==> src/rtl/led_ctrl_pkg.sv <==
// Shared types and constants for the LED blink-code arbiter slice.
package led_ctrl_pkg;

   // Width of a blink code (flash count) supplied by each requester
   localparam int CODE_W = 4;

   // Default timing, kept small so a short simulation shows complete codes
   localparam int DEF_TICK_DIV  = 4;
   localparam int DEF_ON_TICKS  = 2;
   localparam int DEF_OFF_TICKS = 2;
   localparam int DEF_GAP_TICKS = 4;

   // Flash-sequencing FSM states
   typedef enum logic [1:0] {
      IDLE = 2'd0,
      ON   = 2'd1,
      OFF  = 2'd2,
      GAP  = 2'd3
   } led_state_t;

   // Largest of three tick counts, used to size the phase counter
   function automatic int max3(input int a, input int b, input int c);
      int m;
      m = a;
      if (b > m) m = b;
      if (c > m) m = c;
      return m;
   endfunction

endpackage

==> src/rtl/led_code_arbiter_if.sv <==
// Request/grant and LED status bundle between the requesters and the arbiter.
interface led_code_arbiter_if;
   import led_ctrl_pkg::*;

   logic [1:0]        req;
   logic [CODE_W-1:0] code0;
   logic [CODE_W-1:0] code1;
   logic [1:0]        gnt;
   logic              led;
   logic              busy;
   logic              done;

   // Requester side: raises requests and codes, watches grant and status
   modport master (
      output req, code0, code1,
      input  gnt, led, busy, done
   );

   // Arbiter side: consumes requests and codes, drives grant, LED and status
   modport slave (
      input  req, code0, code1,
      output gnt, led, busy, done
   );

endinterface

==> src/rtl/led_tick_gen.sv <==
// Timing-tick prescaler: one tick every TICK_DIV clocks, restartable with clr.
module led_tick_gen #(
   parameter int TICK_DIV = led_ctrl_pkg::DEF_TICK_DIV
) (
   input  logic clk,
   input  logic rst,
   input  logic clr,
   output logic tick
);

   localparam int            CW   = (TICK_DIV > 1) ? $clog2(TICK_DIV) : 1;
   localparam logic [CW-1:0] LAST = CW'(TICK_DIV - 1);

   logic [CW-1:0] tick_cnt;

   // Free-running 0..TICK_DIV-1 counter; clr realigns it to the start of a code
   always_ff @(posedge clk) begin
      if (rst || clr) begin
         tick_cnt <= '0;
      end else if (tick_cnt == LAST) begin
         tick_cnt <= '0;
      end else begin
         tick_cnt <= tick_cnt + CW'(1);
      end
   end

   assign tick = (tick_cnt == LAST);

endmodule

==> src/rtl/led_code_arbiter.sv <==
// Shares one LED between two requesters, each showing an N-flash blink code
// followed by a dark gap. Round-robin arbitration on ties.
module led_code_arbiter
   import led_ctrl_pkg::*;
#(
   parameter int TICK_DIV  = DEF_TICK_DIV,
   parameter int ON_TICKS  = DEF_ON_TICKS,
   parameter int OFF_TICKS = DEF_OFF_TICKS,
   parameter int GAP_TICKS = DEF_GAP_TICKS
) (
   input  logic               clk,
   input  logic               rst,
   led_code_arbiter_if.slave  bus
);

   localparam int            PHASE_MAX = max3(ON_TICKS, OFF_TICKS, GAP_TICKS);
   localparam int            PW        = $clog2(PHASE_MAX) + 1;
   localparam logic [PW-1:0] ON_LAST   = PW'(ON_TICKS - 1);
   localparam logic [PW-1:0] OFF_LAST  = PW'(OFF_TICKS - 1);
   localparam logic [PW-1:0] GAP_LAST  = PW'(GAP_TICKS - 1);

   led_state_t        state;
   logic [1:0]        gnt_q;
   logic              led_q;
   logic              busy_q;
   logic              done_q;
   logic              rr_last;
   logic [CODE_W-1:0] remaining;
   logic [PW-1:0]     phase_cnt;

   logic              tick;
   logic              arb_en;
   logic              win_valid;
   logic              win_idx;
   logic [1:0]        win_onehot;
   logic [CODE_W-1:0] win_code;
   logic              grant;
   logic [PW-1:0]     phase_last;
   logic              phase_end;

   // Prescaler restarts on every grant so each code begins on a tick boundary
   led_tick_gen #(
      .TICK_DIV (TICK_DIV)
   ) u_tick_gen (
      .clk  (clk),
      .rst  (rst),
      .clr  (grant),
      .tick (tick)
   );

   // Pick a winner in IDLE. Arbitration is held off while a grant pulse is
   // still visible, because the requester only drops req after seeing it;
   // otherwise a zero-length code would be granted twice.
   always_comb begin
      arb_en    = (state == IDLE) && (gnt_q == 2'b00);
      win_valid = 1'b0;
      win_idx   = 1'b0;
      case (bus.req)
         2'b01: begin
            win_valid = 1'b1;
            win_idx   = 1'b0;
         end
         2'b10: begin
            win_valid = 1'b1;
            win_idx   = 1'b1;
         end
         2'b11: begin
            win_valid = 1'b1;
            win_idx   = ~rr_last;
         end
         default: begin
            win_valid = 1'b0;
            win_idx   = 1'b0;
         end
      endcase
      win_onehot = win_idx ? 2'b10 : 2'b01;
      win_code   = win_idx ? bus.code1 : bus.code0;
      grant      = arb_en && win_valid;
   end

   // Tick count that ends the current phase, and whether this tick ends it
   always_comb begin
      phase_last = ON_LAST;
      case (state)
         ON:      phase_last = ON_LAST;
         OFF:     phase_last = OFF_LAST;
         GAP:     phase_last = GAP_LAST;
         default: phase_last = ON_LAST;
      endcase
      phase_end = tick && (phase_cnt == phase_last);
   end

   // Flash-sequencing FSM with registered grant, LED and status outputs
   always_ff @(posedge clk) begin
      if (rst) begin
         state     <= IDLE;
         gnt_q     <= 2'b00;
         led_q     <= 1'b0;
         busy_q    <= 1'b0;
         done_q    <= 1'b0;
         rr_last   <= 1'b0;
         remaining <= '0;
         phase_cnt <= '0;
      end else begin
         gnt_q  <= 2'b00;
         done_q <= 1'b0;
         case (state)
            IDLE: begin
               if (grant) begin
                  gnt_q     <= win_onehot;
                  rr_last   <= win_idx;
                  remaining <= win_code;
                  phase_cnt <= '0;
                  if (win_code != '0) begin
                     state  <= ON;
                     led_q  <= 1'b1;
                     busy_q <= 1'b1;
                  end else begin
                     done_q <= 1'b1;
                  end
               end
            end
            ON: begin
               if (phase_end) begin
                  phase_cnt <= '0;
                  state     <= OFF;
                  led_q     <= 1'b0;
                  if (remaining != '0) begin
                     remaining <= remaining - CODE_W'(1);
                  end
               end else if (tick) begin
                  phase_cnt <= phase_cnt + PW'(1);
               end
            end
            OFF: begin
               if (phase_end) begin
                  phase_cnt <= '0;
                  if (remaining == '0) begin
                     state <= GAP;
                  end else begin
                     state <= ON;
                     led_q <= 1'b1;
                  end
               end else if (tick) begin
                  phase_cnt <= phase_cnt + PW'(1);
               end
            end
            GAP: begin
               if (phase_end) begin
                  phase_cnt <= '0;
                  state     <= IDLE;
                  busy_q    <= 1'b0;
                  done_q    <= 1'b1;
               end else if (tick) begin
                  phase_cnt <= phase_cnt + PW'(1);
               end
            end
            default: begin
               state <= IDLE;
            end
         endcase
      end
   end

   assign bus.gnt  = gnt_q;
   assign bus.led  = led_q;
   assign bus.busy = busy_q;
   assign bus.done = done_q;

endmodule

==> src/flat_wrapper.sv <==
// flat-port wrapper written by rule: the top's interface ports become plain ports
module led_code_arbiter_flat import led_ctrl_pkg::*;
#(
   parameter int TICK_DIV  = DEF_TICK_DIV,
   parameter int ON_TICKS  = DEF_ON_TICKS,
   parameter int OFF_TICKS = DEF_OFF_TICKS,
   parameter int GAP_TICKS = DEF_GAP_TICKS
)
  (clk, rst, bus_req, bus_code0, bus_code1, bus_gnt, bus_led, bus_busy, bus_done);
  led_code_arbiter_if bus_i ();
  input  logic clk;
  input  logic rst;
  input wire logic [$bits(bus_i.req)-1:0] bus_req;
  input wire logic [$bits(bus_i.code0)-1:0] bus_code0;
  input wire logic [$bits(bus_i.code1)-1:0] bus_code1;
  output wire logic [$bits(bus_i.gnt)-1:0] bus_gnt;
  output wire logic [$bits(bus_i.led)-1:0] bus_led;
  output wire logic [$bits(bus_i.busy)-1:0] bus_busy;
  output wire logic [$bits(bus_i.done)-1:0] bus_done;
  assign bus_i.req = bus_req;
  assign bus_i.code0 = bus_code0;
  assign bus_i.code1 = bus_code1;
  assign bus_gnt = bus_i.gnt;
  assign bus_led = bus_i.led;
  assign bus_busy = bus_i.busy;
  assign bus_done = bus_i.done;
  led_code_arbiter #(.TICK_DIV(TICK_DIV), .ON_TICKS(ON_TICKS), .OFF_TICKS(OFF_TICKS), .GAP_TICKS(GAP_TICKS)) u_core (.clk(clk), .rst(rst), .bus(bus_i));
endmodule
==> config.mk <==
export PLATFORM = sky130hd
export DESIGN_NAME = led_code_arbiter_flat
export DESIGN_NICKNAME = d
export VERILOG_FILES = /design/src/rtl/led_ctrl_pkg.sv /design/src/rtl/led_code_arbiter_if.sv /design/src/rtl/led_tick_gen.sv /design/src/rtl/led_code_arbiter.sv /design/src/flat_wrapper.sv
export SDC_FILE = /design/constraint.sdc
export NUM_CORES = 1
export LEC_CHECK = 0
export ABC_AREA = 1
export CORE_MARGIN = 4
export CORE_UTILIZATION = 50
export CTS_CLUSTER_SIZE = 14
export DETAILED_ROUTE_END_ITERATION = 7
export DONT_BUFFER_PORTS = 1
export GPL_ROUTABILITY_DRIVEN = 0
export PLACE_DENSITY_LB_ADDON = 0.25
export REMOVE_ABC_BUFFERS = 1
export SYNTH_ARGS = -nofsm -noshare
export SYNTH_HDL_FRONTEND = slang
export SYNTH_SLANG_ARGS = --single-unit
==> constraint.sdc <==
create_clock -name clk -period 1.7 [get_ports clk]
set_clock_uncertainty 0.05 [all_clocks]
set_input_delay 0.51 -clock clk [delete_from_list [all_inputs] [get_ports clk]]
set_output_delay 0.51 -clock clk [all_outputs]
set_load 0.01 [all_outputs]
==> metrics.cfg <==
[critical_path]
cp.required_ns = 1.89
cp-end-kind = register
reg2reg_depth = 8
r2r_slack_ns = 0.09
crit_type = reg2reg
r2r_start = u_core.state[1]
cp_max_fo = 7
rr_endpoint = u_core.phase_cnt[2]
setup.worst_path.start_class = register
cp.arrival_ns = 1.80

[timing]
report.final.slew_viol_count = 0
hold_violations = 0
period_needed_ns = 1.61
timing.fmax_mhz = 622
rsz0062_at_grt = true
finalSetupViolations = 0
worst_pin_slew_ns = 0.288
relSlewSlack_pct = 80.7
whs_ns = 0.205
fin_crit_sh_pct = 94.6

[die]
start_util_pct = 54.3
die_w_um = 54.9
core_um2 = 2020
dieArea_um2 = 3010
fp-row-count = 16
ios = 17
die_h_um = 54.9

[synth]
synth_area_um2 = 1100
synth.avg_cell_area_um2 = 7.28
yosysUniqueCellTypes = 26
ys_ff_latch = 17
ys_warn_count = 0
ys_seq_area_share_pct = 31.0
syn_inst = 151

[detailed_routing]
drtIter0Drc = 14
wl_met2_mm = 1.17
num_vias = 982
met3_length_um = 96
drt-met1-wl_um = 969
antenna_left = 0
routed.top_layer = met4
drc = 0
routed_wirelength_mm = 2.28
wl_per_cell_um = 12.5
viasPerCell = 5.40
drt_first_pass_iters = 4

[clocking]
cts_inserted_buffers = 3
cts.sinks = 17
cts_hold_buf = 0
tritoncts = yes
clk_path_buf_depth = 2
cts_root_buf = clkbuf_4
post_cts.repair.setup_buffers = 0
htree_levels = 1
insertion_delay_ns = 0.31
path_clk_slew_ns = 0.10

[place]
port_buffers = 0
dp_hpwl_mm = 1.82

[power_and_ir_drop]
power_density_nw_per_um2 = 1560
ir_worst_vdd_mv = 0.838
leakage_nw = 0.513

[grt]
grtUsageTotal_pct = 18.4
antenna_found_initial = 0
grt_pass1_wl_mm = 3.92
grt_max_degree = 11
gr-total-overflow = 0
grt_pass1_vias = 930

[min_path]
hold_end = u_core.phase_cnt[1]
hp-start = rst
min_delay_path_depth = 1
hold_class = in2reg

[cells_and_area]
n_antenna_cell = 0
fin_util_pct = 57.9
fin_nets = 176
drive_above_1_share_pct = 21.3
area_delta_synth_final_pct = 6.49

[run_status]
status = finished, final reports clean

[job]
drv_cap = 0

-- registers in the layout, indices dropped and copies added, names as in the netlist --
name / count
u_core.bus.busy: 1
u_core.bus.done: 1
u_core.bus.gnt: 2
u_core.bus.led: 1
u_core.phase_cnt: 3
u_core.remaining: 4
u_core.rr_last: 1
u_core.state: 2
u_core.u_tick_gen.tick_cnt: 2
-- logic make-up after synthesis --
| group | share of synthesized area (%) |
|---|---|
| simple gates | 36.6 |
| compound gates | 15.0 |
| buf+inv | 7.52 |
| flops | 31.0 |
| fa+ha+maj | 9.11 |
| xor+xnor | 0.797 |
-- worst max-delay path, cell delays in order, from the launching register on --
cell,delay (ns)
dfxtp_2,0.35
inv_1,0.10
ha_2,0.32
inv_2,0.09
nor2_1,0.13
o21ai_2,0.12
o21ai_2,0.13
a21oi_1,0.12
a211oi_2,0.15
-- cell usage after synthesis, drive strengths merged --
library cell | count | area, um^2
inv | 18 | 67.6
nand3b | 1 | 7.51
ha | 8 | 100
o21ai | 11 | 66.3
dfxtp | 17 | 340
nor3 | 3 | 20.0
nand3 | 12 | 75.1
a211oi | 1 | 12.5
o21bai | 1 | 7.51
a21oi | 14 | 70.1
nand4 | 6 | 37.5
nand2 | 39 | 176
xnor2 | 1 | 8.76
clkinv | 1 | 3.75
nor2 | 16 | 85.1
a31o | 1 | 8.76
buf | 1 | 11.3
-- cell type report --
| cell class | instances | area, um^2 |
|---|---|---|
| fillers | 185 | 852 |
| multi-input cells | 114 | 686 |
| flip-flops and latches | 17 | 344 |
| inverters | 19 | 71.3 |
| well taps | 27 | 33.8 |
| clock buffers | 3 | 22.5 |
| repair buffers | 1 | 7.51 |
| clock inverters | 1 | 5.00 |
-- power breakdown --
group / switching [W] / total [W] / internal, W
clock network: 0.000135 / 0.000223 / 0.0000879
registers: 0.0000947 / 0.000614 / 0.000519
logic: 0.000605 / 0.000983 / 0.000378
-- stage by stage --
step | instances | setup TNS, ns | setup slack (ns) | total power [W] | instance area [um^2]
detailed placement | 178 | -0.0178 | -0.0178 | 0.00158 | 1130
global route | 182 | -0.167 | -0.0660 | 0.00202 | 1170
global placement | 178 | 0 | 0.0416 | 0.00155 | 1130
CTS | 182 | 0 | 0.0456 | 0.00182 | 1160
floorplan | 150 | 0 | 0.199 | 0.00139 | 1090
finish | 182 | 0 | 0.0918 | 0.00182 | 1170
-- layer usage --
layer	vias to the layer above	track usage [%]
met4	0	7.47
li1	510	-
met1	445	20.9
met2	21	31.1
met5	-	0
met3	6	5.99
-- timing repair --
| action | in CTS | in global routing |
|---|---|---|
| gates resized for setup | 1 | 8 |
| pin swaps | 0 | 2 |
| endpoints found under the setup margin | 4 | 12 |
-- worst max path at each step --
stage / startpoint / to / slack [ns] / depth (start not counted)
detailed placement: u_core.state[1] / u_core.phase_cnt[2] / -0.02 / 8
CTS: u_core.state[0] / u_core.remaining[0] / 0.05 / 9
finish: u_core.state[1] / u_core.phase_cnt[2] / 0.09 / 8
global placement: u_core.state[1] / u_core.phase_cnt[2] / 0.04 / 8
floorplan: u_core.state[1] / u_core.remaining[0] / 0.20 / 8
global route: u_core.state[1] / u_core.phase_cnt[2] / -0.07 / 8
-- layout by cell type (no fill, tap or decap), types with 2 or more instances in the layout --
cell / n
nand4_1: 6
nand3_1: 9
ha_1: 6
o21ai_0: 5
nand3_2: 3
dfxtp_2: 3
nand2_1: 30
ha_2: 2
inv_1: 17
nor2_1: 11
dfxtp_1: 14
nor3_1: 2
o21ai_1: 3
nand2_4: 2
a21oi_1: 14
o21ai_2: 3
nor2_2: 2
clkbuf_4: 3
nor2_4: 3
nand2_2: 7
No activity file was read; power rests on OpenSTA's default activity.
